### config.mk
export PLATFORM = sky130hd
export DESIGN_NAME = multiplier
export DESIGN_NICKNAME = d
export VERILOG_FILES = /design/src/rtl/fpu_pkg.sv /design/src/rtl/mant_mul.sv /design/src/rtl/multiplier.sv
export SDC_FILE = /design/constraint.sdc
export NUM_CORES = 2
export LEC_CHECK = 0
export BUFFER_PORTS_ARGS = -buffer_cell sky130_fd_sc_hd__buf_2
export CORE_MARGIN = 4
export CORE_UTILIZATION = 32
export CTS_BUF_LIST = sky130_fd_sc_hd__clkbuf_4 sky130_fd_sc_hd__clkbuf_8
export CTS_CLUSTER_DIAMETER = 80
export DETAILED_ROUTE_END_ITERATION = 8
export SLEW_MARGIN = 20
export SYNTH_ARGS = -nofsm -noshare
export SYNTH_HDL_FRONTEND = slang
export SYNTH_SLANG_ARGS = --single-unit
### constraint.sdc
create_clock -name clk -period 17.8 [get_ports clk]
set_clock_uncertainty 0.1 [all_clocks]
set_input_delay 4.45 -clock clk [delete_from_list [all_inputs] [get_ports clk]]
set_output_delay 4.45 -clock clk [all_outputs]
set_load 0.05 [all_outputs]
### src/rtl/fpu_pkg.sv
// Shared FPU definitions (multiplier and divider): IEEE-754 single constants,
// the unpacked operand record and classification helpers.
package fpu_pkg;

  localparam int          FP_EXP_BIAS = 127;
  localparam logic [31:0] FP_QNAN     = 32'hFFC00000;
  localparam logic [7:0]  FP_EXP_MAX  = 8'hFF;

  // e is a two's-complement 10-bit exponent; m carries the hidden bit at [23]
  typedef struct packed {
    logic        s;
    logic [9:0]  e;
    logic [23:0] m;
  } fp_unpacked_t;

  // Raw split: hidden bit left clear, exponent unbiased
  function automatic fp_unpacked_t fp_unpack(input logic [31:0] v);
    fp_unpacked_t u;
    u.s = v[31];
    u.e = {2'b00, v[30:23]} - 10'(FP_EXP_BIAS);
    u.m = {1'b0, v[22:0]};
    return u;
  endfunction

  function automatic logic fp_is_nan(input fp_unpacked_t u);
    return (u.e == 10'd128) && (u.m != 24'd0);
  endfunction

  function automatic logic fp_is_inf(input fp_unpacked_t u);
    return (u.e == 10'd128) && (u.m == 24'd0);
  endfunction

  function automatic logic fp_is_zero(input fp_unpacked_t u);
    return ($signed(u.e) == -10'sd127) && (u.m == 24'd0);
  endfunction

endpackage

### src/rtl/mant_mul.sv
// 24x24 -> 48 unsigned mantissa multiplier with start/done.
// MULTIPLIER_SEQ_MUL_EN selects a 24-cycle shift-add loop; otherwise a single
// '*' operator whose done follows start in the same cycle.
module mant_mul (
`ifdef MULTIPLIER_SEQ_MUL_EN
  input  logic        clk,
  input  logic        reset_i,
`endif
  input  logic        start,
  input  logic [23:0] a_m,
  input  logic [23:0] b_m,
  output logic        done,
  output logic [47:0] product
);

`ifdef MULTIPLIER_SEQ_MUL_EN
  logic [47:0] acc;
  logic [4:0]  cnt;
  logic [47:0] partial;

  // Partial product for the multiplier bit selected by the iteration count
  always_comb begin
    partial = '0;
    if (b_m[cnt]) partial = {24'd0, a_m} << cnt;
  end

  // Last iteration folds its partial product in combinationally
  assign product = acc + partial;
  assign done    = start && (cnt == 5'd23);

  // Accumulate one bit per cycle while start is held; rearm after the last bit
  always_ff @(posedge clk or negedge reset_i) begin
    if (!reset_i) begin
      acc <= '0;
      cnt <= '0;
    end else if (start) begin
      if (cnt == 5'd23) begin
        acc <= '0;
        cnt <= '0;
      end else begin
        acc <= product;
        cnt <= cnt + 5'd1;
      end
    end
  end
`else
  assign product = 48'(a_m) * 48'(b_m);
  assign done    = start;
`endif

endmodule

### src/rtl/multiplier.sv
// IEEE-754 single-precision multiplier, multi-cycle FSM with strobe handshake.
// Handles NaN/inf/zero, denormals, round-to-nearest-even, overflow and
// gradual underflow. Build option: MULTIPLIER_SEQ_MUL_EN (shift-add mantissa
// multiply inside mant_mul).
module multiplier
  import fpu_pkg::*;
(
  input  logic        clk,
  input  logic        reset_i,
  input  logic [31:0] a_value_i,
  input  logic [31:0] b_value_i,
  input  logic        exec_strobe_i,
  output logic [31:0] z_value_o,
  output logic        done_strobe_o
);

  typedef enum logic [3:0] {
    IDLE, UNPACK, SPECIAL_CASES, NORMALIZE_A, NORMALIZE_B, MULTIPLY,
    MULTIPLY_DONE, NORMALIZE_0, NORMALIZE_1, ROUND, PACK, DONE
  } state_t;

  state_t       state;
  logic [31:0]  a_q, b_q;
  fp_unpacked_t a_u, b_u, z_u;
  logic [47:0]  product_q;
  logic         guard, round_bit, sticky;

  logic         mul_start, mul_done;
  logic [47:0]  mul_product;

  assign mul_start = (state == MULTIPLY);

  mant_mul u_mant_mul (
`ifdef MULTIPLIER_SEQ_MUL_EN
    .clk     (clk),
    .reset_i (reset_i),
`endif
    .start   (mul_start),
    .a_m     (a_u.m),
    .b_m     (b_u.m),
    .done    (mul_done),
    .product (mul_product)
  );

  // Main sequencer: operand capture, special values, normalize, multiply, round, pack
  always_ff @(posedge clk or negedge reset_i) begin
    if (!reset_i) begin
      state         <= IDLE;
      done_strobe_o <= 1'b0;
      z_value_o     <= '0;
      a_q           <= '0;
      b_q           <= '0;
      a_u           <= '0;
      b_u           <= '0;
      z_u           <= '0;
      product_q     <= '0;
      guard         <= 1'b0;
      round_bit     <= 1'b0;
      sticky        <= 1'b0;
    end else begin
      case (state)
        IDLE: begin
          done_strobe_o <= 1'b0;
          if (exec_strobe_i) begin
            a_q   <= a_value_i;
            b_q   <= b_value_i;
            state <= UNPACK;
          end
        end

        UNPACK: begin
          a_u   <= fp_unpack(a_q);
          b_u   <= fp_unpack(b_q);
          state <= SPECIAL_CASES;
        end

        SPECIAL_CASES: begin
          if (fp_is_nan(a_u) || fp_is_nan(b_u)) begin
            z_value_o <= FP_QNAN;
            state     <= DONE;
          end else if ((fp_is_inf(a_u) && fp_is_zero(b_u)) ||
                       (fp_is_inf(b_u) && fp_is_zero(a_u))) begin
            z_value_o <= FP_QNAN;
            state     <= DONE;
          end else if (fp_is_inf(a_u) || fp_is_inf(b_u)) begin
            z_value_o <= {a_u.s ^ b_u.s, FP_EXP_MAX, 23'd0};
            state     <= DONE;
          end else if (fp_is_zero(a_u) || fp_is_zero(b_u)) begin
            z_value_o <= {a_u.s ^ b_u.s, 31'd0};
            state     <= DONE;
          end else begin
            // Denormals take the minimum exponent; normals get the hidden bit
            if ($signed(a_u.e) == -10'sd127) a_u.e <= -10'sd126;
            else                              a_u.m[23] <= 1'b1;
            if ($signed(b_u.e) == -10'sd127) b_u.e <= -10'sd126;
            else                              b_u.m[23] <= 1'b1;
            state <= NORMALIZE_A;
          end
        end

        NORMALIZE_A: begin
          if (a_u.m[23]) state <= NORMALIZE_B;
          else begin
            a_u.m <= a_u.m << 1;
            a_u.e <= a_u.e - 10'd1;
          end
        end

        NORMALIZE_B: begin
          if (b_u.m[23]) state <= MULTIPLY;
          else begin
            b_u.m <= b_u.m << 1;
            b_u.e <= b_u.e - 10'd1;
          end
        end

        MULTIPLY: begin
          z_u.s <= a_u.s ^ b_u.s;
          z_u.e <= a_u.e + b_u.e + 10'd1;
          if (mul_done) begin
            product_q <= mul_product;
            state     <= MULTIPLY_DONE;
          end
        end

        MULTIPLY_DONE: begin
          z_u.m     <= product_q[47:24];
          guard     <= product_q[23];
          round_bit <= product_q[22];
          sticky    <= |product_q[21:0];
          state     <= NORMALIZE_0;
        end

        NORMALIZE_0: begin
          if (!z_u.m[23] && ($signed(z_u.e) > -10'sd126)) begin
            z_u.e     <= z_u.e - 10'd1;
            z_u.m     <= {z_u.m[22:0], guard};
            guard     <= round_bit;
            round_bit <= 1'b0;
          end else begin
            state <= NORMALIZE_1;
          end
        end

        NORMALIZE_1: begin
          if ($signed(z_u.e) < -10'sd126) begin
            z_u.e     <= z_u.e + 10'd1;
            z_u.m     <= z_u.m >> 1;
            guard     <= z_u.m[0];
            round_bit <= guard;
            sticky    <= sticky | round_bit;
          end else begin
            state <= ROUND;
          end
        end

        ROUND: begin
          // Ties go to the even mantissa
          if (guard && (round_bit || sticky || z_u.m[0])) begin
            z_u.m <= z_u.m + 24'd1;
            if (z_u.m == 24'hFFFFFF) z_u.e <= z_u.e + 10'd1;
          end
          state <= PACK;
        end

        PACK: begin
          z_value_o <= {z_u.s, z_u.e[7:0] + 8'(FP_EXP_BIAS), z_u.m[22:0]};
          if (($signed(z_u.e) == -10'sd126) && !z_u.m[23])
            z_value_o[30:23] <= 8'd0;
          if ($signed(z_u.e) > 10'sd127)
            z_value_o <= {z_u.s, FP_EXP_MAX, 23'd0};
          state <= DONE;
        end

        DONE: begin
          done_strobe_o <= 1'b1;
          state         <= IDLE;
        end

        default: state <= IDLE;
      endcase
    end
  end

endmodule

Word-level counts from Yosys, hierarchy flattened
Index checks and enable logic that the tools add are counted.
{"block": "word_totals", "register_bits": 257, "latchBits": 0, "mem_bits_rw": 0, "rom_bits": 0, "inputBits": 67, "out_inout_bits": 33, "word_cells": 170, "mem_count": 0}
{"block": "op_classes", "addsub": 10, "mul": 1, "n_div": 0, "order_cmp": 3, "n_eq_ne": 37, "shifts": 0, "muxes": 50, "bitwise": 2, "n_reduce_logical": 47}
{"cell": "34-bit 2-to-1 mux", "n": 5}
{"cell": "32-bit 2-to-1 mux", "n": 4}
{"cell": "24-bit one-hot mux with 4 select lines", "n": 1}
{"cell": "23-bit one-hot mux with 2 select lines", "n": 2}
{"cell": "11-bit 2-to-1 mux", "n": 8}
{"cell": "11-bit one-hot mux with 3 select lines", "n": 2}
{"cell": "32-bit one-hot mux with 2 select lines", "n": 1}
{"cell": "10-bit by 8-bit == test with 1-bit output (second input constant)", "n": 5}
{"cell": "24-bit zero test", "n": 2}
{"cell": "24-bit by 24-bit multiplier with 48-bit output", "n": 1}
{"cell": "24-bit nonzero test", "n": 2}
{"cell": "4-bit one-hot mux with 11 select lines", "n": 1}
{"cell": "10-bit one-hot mux with 4 select lines", "n": 1}
{"cell": "2-bit inequality test (second input constant)", "n": 19}
{"cell": "4-bit 2-to-1 mux", "n": 9}
{"cell": "31-bit 2-to-1 mux", "n": 1}
{"cell": "10-bit 2-to-1 mux", "n": 3}
{"cell": "10-bit by 1-bit subtractor with 10-bit output (second input constant)", "n": 3}
{"cell": "24-bit by 1-bit adder with 24-bit output (second input constant)", "n": 1}
{"cell": "24-bit == test (second input constant)", "n": 1}
{"cell": "22-bit OR reduction", "n": 1}
{"cell": "10-bit by 1-bit adder with 10-bit output (second input constant)", "n": 2}
{"cell": "10-bit by 8-bit greater-than comparator with 1-bit output (second input constant)", "n": 2}
{"cell": "8-bit by 7-bit subtractor with 9-bit output (second input constant)", "n": 2}
{"cell": "27 further kinds", "n": 71}

Depth between registers and ports, before layout
{"block": "logic_depth", "word_depth": 8, "mapped_depth": 27, "depth_no_buf": 25}

Hierarchy
From an unflattened synthesis, not the netlist that was laid out.
{"block": "unflattened", "cells_unflattened": 3461, "area_unflattened_um2": 32293.5}
{"module": "mant_mul", "n_inst": 1, "cells_each": 2180, "area_per_inst_um2": 19033.3, "seq_area_each_um2": 0.0}
{"module": "multiplier", "n_inst": 1, "cells_each": 1281, "area_per_inst_um2": 13260.2, "seq_area_each_um2": 6431.2}

Worst setup path before layout
No wires, ideal clock.
{"block": "synth_path", "path_kind": "register to register", "start": "reg b_u[3] (netlist name)", "end": "reg product_q[38]", "setup_ns": 0.129, "t_arrival_ns": 6.647, "required_time_ns": 17.571, "path_slack_ns": 10.924, "stages_incl_launch_ff": 27, "n_path_buf": 3, "synth_period_minus_slack_ns": 6.876, "path_cell_list": "dfrtp_1 clkbuf_1 clkbuf_1 nand2_1 fa_1 inv_1 fa_1 inv_1 fa_1 fa_1 inv_1 fa_1 fa_1 inv_1 fa_1 inv_1 ha_1 buf_6 a21o_1 a31o_1 a221oi_2 nand4_1 and2_4 a221o_1 a31oi_4 xnor2_1 o21ai_1"}
{"block": "synth_via", "elab_chain_len": 1}
{"item": "start: declaration", "line": "multiplier.sv:24", "text": "fp_unpacked_t a_u, b_u, z_u;"}
{"item": "start signal: assignment", "line": "multiplier.sv:73", "text": "b_u <= fp_unpack(b_q);"}
{"item": "24-bit by 24-bit multiplier with 48-bit output", "line": "mant_mul.sv:47", "text": "assign product = 48'(a_m) * 48'(b_m);"}
{"item": "end signal: assignment", "line": "multiplier.sv:121", "text": "product_q <= mul_product;"}
{"item": "end: declaration", "line": "multiplier.sv:25", "text": "logic [47:0] product_q;"}
Every way passes these cells.
A chain may end at the register's enable or synchronous reset.

Final worst setup path
{"block": "layout_path", "start": "reg a_u[16] (netlist name)", "end": "reg product_q[43]"}
{"block": "layout_via", "elab_chain_len": 1}
{"item": "start: declaration", "line": "multiplier.sv:24"}
{"item": "start signal: assignment", "line": "multiplier.sv:72", "text": "a_u <= fp_unpack(a_q);"}
{"item": "24-bit by 24-bit multiplier with 48-bit output", "line": "mant_mul.sv:47"}
Every way passes these cells.

==> impl_metrics.csv <==
group,metric,value,unit
run,cap_violations,0,
cts,cts_root_buffer,"clkbuf_8",
power_and_ir_drop,leakagePower,17.27,nW
sta,post-route-min-period,7.757,ns
cts,cts_sinks,257,
logic_synthesis,synth_adder_area_share,0.3829,
cts,htree_levels,2,
cts,cts_tree,"yes",
detailed_routing,via_per_inst,5.053,
cts,cts_buffer_depth,3,
sta,setup_viol,0,
logic_synthesis,synthDistinctLibCells,77,
power_and_ir_drop,p_per_area,38.02,nW/um2
sta,hold_viol,0,
detailed_routing,drt-total-wl,87110,um
logic_synthesis,synth_top_area_frac,0.3037,
critical_path,rr_startpoint,"a_u[16]$_DFFE_PN0P_",
placement,dpl.hpwl,64830,um
detailed_routing,drt-pass1-iter-count,6,
logic_synthesis,ys_async_sr_fraction,1.000,
critical_path,cp-start-kind,"flop",
logic_synthesis,synth_simple_gate_area_frac,0.1659,
sta,maxSlewViolCount,0,
logic_synthesis,synth_compound_gate_area_share,0.1059,
logic_synthesis,synth.ff_latch_count,257,
global_routing,gr-usage-all-layers,0.1681,
logic_synthesis,yosys-top-cells-area,"fa_1, dfrtp_1, ha_1",
cts,cts_buffers,45,
floorplanning,pin_count,100,
floorplanning,fp-row-count,115,
sta,fin_setup_tns,0,ns
logic_synthesis,netlist_instances,3532,
detailed_routing,vias,24321,
logic_synthesis,synth_top_family_by_area,"adder cells",
sta,relSlewSlack,0.2300,
detailed_routing,antenna_left,0,
detailed_routing,post_drt_wl_per_cell,18.10,um
sta,whs,0.3585,ns
layout,fill_cells,10093,
cts,insertion_delay,0.66,ns
global_routing,overflow,0,
global_routing,antenna_found_initial,1,
layout,fin_nets,4242,
layout,fin_area,34630,um2
status,status,"finished clean",
layout,drive_gt1_frac,0.08823,
critical_path,worstPathArrival,8.22,ns
critical_path,r2r_end,"product_q[43]$_DFFE_PN0P_",
sta,tightest_slew,1.155,ns
logic_synthesis,synth_edf_count,0,
critical_path,r2r_cells,22,
placement,portBuffers,99,
layout,final_common_cell,"inv_1",
cts,cts_hold_repair.buffers,0,
logic_synthesis,syn-num-nets,4285,
floorplanning,fp.dieH,323.7,um
detailed_routing,drtIter0Drc,1704,
logic_synthesis,yosys.area.top_type,"fa_1",
global_routing,grt_start_max_net_pins,92,
global_routing,grt_pass1_vias,25132,
placement,place_congestion,0.8809,
cts,cts_setup_buffers,0,
layout,syn2layout_area_growth,8.550,%
cts,clk_pin_slew_worst_paths,0.06,ns
critical_path,cp-end-kind,"flop",
min_path,hold_start,"product_q[9]$_DFFE_PN0P_",
critical_path,worstSetupPathType,"flop to flop",
critical_path,slowest_delay,1.08,ns
placement,place_area,33450,um2
logic_synthesis,syn_area,31900,um2
layout,final_cell_mix,"inv_1, nand2_1, fa_1, and2_1, dfrtp_1",
power_and_ir_drop,ir_drop,0.00004234,V
floorplanning,start_util,0.3232,
logic_synthesis,yosysWarnings,0,
critical_path,cp_slowest_cell,"dfrtp_1",
floorplanning,fp.dieArea,104800,um2
global_routing,grt_pass1_wl,140500,um
floorplanning,core_area,98710,um2
critical_path,cp.required,18.26,ns
min_path,hold_class,"flop to flop",
logic_synthesis,avgSynthCellArea,9.032,um2
sta,rsz0062_at_grt,"false",
cts,ctsResizeCount,0,
layout,final_core_util,0.3508,
critical_path,cpMostUsedCell,"fa_1",
logic_synthesis,ys_seq_area_frac,0.2016,
logic_synthesis,synthXorXnorAreaFrac,0.02196,
logic_synthesis,synthMuxAreaShare,0.02290,
sta,period_share,0.4358,
floorplanning,fp.dieW,323.7,um
critical_path,rrSetupSlack,10.04,ns
min_path,hold_path_end,"product_q[9]$_DFFE_PN0P_",
min_path,min_path_cells,2,
sta,fmax,128.9,MHz
critical_path,worstPathCellList,"and2_1 -> fa_1 -> fa_1 -> inv_1 -> fa_1 -> fa_1 -> inv_1 -> fa_1 -> fa_1 -> inv_1 -> fa_1 -> inv_1 -> ha_1 -> nand4_1 -> nor2_1 -> nand3_1 -> a211oi_1 -> o21ai_1 -> a211oi_1 -> o211ai_1 -> and3b_1 -> o31ai_1",
critical_path,path_max_fanout,27,
detailed_routing,drc,0,
logic_synthesis,synth_ff_type,"dfrtp_1",
## critical path, delay by kind of cell (launching register included)
family / cells / cell delay (ns)
DFF: 1 / 1.08
AOI/OAI and AO/OA: 5 / 1.31
and+or+nand+nor: 5 / 1.07
buffers and inverters: 4 / 0.21
adders and majority gates: 8 / 3.92
## logic make-up (layout without fill, tap and decap cells)
family / Yosys count / after routing
compound gates: 523 / 523
xor+xnor: 80 / 80
fa+ha+maj: 686 / 686
buf+inv: 830 / 823
flops: 257 / 257
mux: 65 / 65
other cells: 0 / 1
simple gates: 1091 / 1091
## cell usage after synthesis, types with 17 or more instances
| cell | number |
|---|---|
| nor4_1 | 24 |
| fa_1 | 484 |
| xor2_1 | 34 |
| a222oi_1 | 23 |
| ha_1 | 202 |
| nand4_1 | 18 |
| xnor2_1 | 46 |
| and2_1 | 302 |
| dfrtp_1 | 257 |
| nand2_1 | 518 |
| nor3_1 | 31 |
| and3_1 | 20 |
| clkbuf_1 | 203 |
| a22o_1 | 29 |
| a22oi_1 | 31 |
| mux2_2 | 64 |
| buf_2 | 17 |
| a21oi_1 | 96 |
| a21o_1 | 26 |
| nand3_1 | 30 |
| nor2_1 | 101 |
| o21ai_0 | 184 |
| inv_1 | 603 |
## registers in the layout, indices dropped and copies added (netlist names)
register,cells
round_bit,1
z_u,35
state,4
a_q,32
b_u,35
product_q,48
sticky,1
done_strobe_o,1
a_u,35
z_value_o,32
guard,1
b_q,32
## power by group
group | internal (mW) | leakage (nW) | switching, mW | total, mW
clock | 0.429 | 0.602 | 0.284 | 0.713
combinational | 0.00577 | 13.1 | 0.0137 | 0.0195
sequential | 0.584 | 3.53 | 0 | 0.584
## stage by stage
stage	cells	total power [mW]	setup WS [ns]
finish	4813	1.317	10.04
detailed placement	4729	0.6157	9.997
global route	4813	1.361	9.576
global placement	4729	0.6158	10.10
CTS	4812	1.334	9.984
floorplan	3532	0.5952	10.92
## how the worst max path moves through the flow
stage	from	endpoint	slack (ns)	depth (start not counted)
final	a_u[16]$_DFFE_PN0P_	product_q[43]$_DFFE_PN0P_	10.04	22
after global routing	a_u[17]$_DFFE_PN0P_	product_q[43]$_DFFE_PN0P_	9.58	23
after CTS	a_u[14]$_DFFE_PN0P_	product_q[43]$_DFFE_PN0P_	9.98	23
after detailed placement	a_u[14]$_DFFE_PN0P_	product_q[43]$_DFFE_PN0P_	10.0	23
after global placement	b_u[10]$_DFFE_PN0P_	product_q[43]$_DFFE_PN0P_	10.10	23
after floorplan	b_u[3]$_DFFE_PN0P_	product_q[38]$_DFFE_PN0P_	10.92	26
## per-layer routing
layer | vias up | global-route usage | wire length, um
met5 | - | 0 | 0
met4 | 0 | 0.06002 | 2986
met3 | 151 | 0.01822 | 4544
met2 | 720 | 0.2971 | 44140
met1 | 12399 | 0.2137 | 35440
li1 | 11051 | - | -
## layout make-up
| type | instances | area, um2 | share of cell area |
|---|---|---|---|
| clock inverter | 22 | 369.1 | 0.01066 |
| sequential | 257 | 6437 | 0.1859 |
| timing repair buffer | 137 | 790.8 | 0.02283 |
| inverter | 603 | 2263 | 0.06536 |
| clock buffer | 61 | 802.0 | 0.02316 |
| multi-input combinational | 2445 | 22350 | 0.6455 |
| antenna | 1 | 2.502 | 0.00007226 |
| tap | 1287 | 1610 | 0.04650 |
Note: power is estimated with default switching activity, not from simulation.
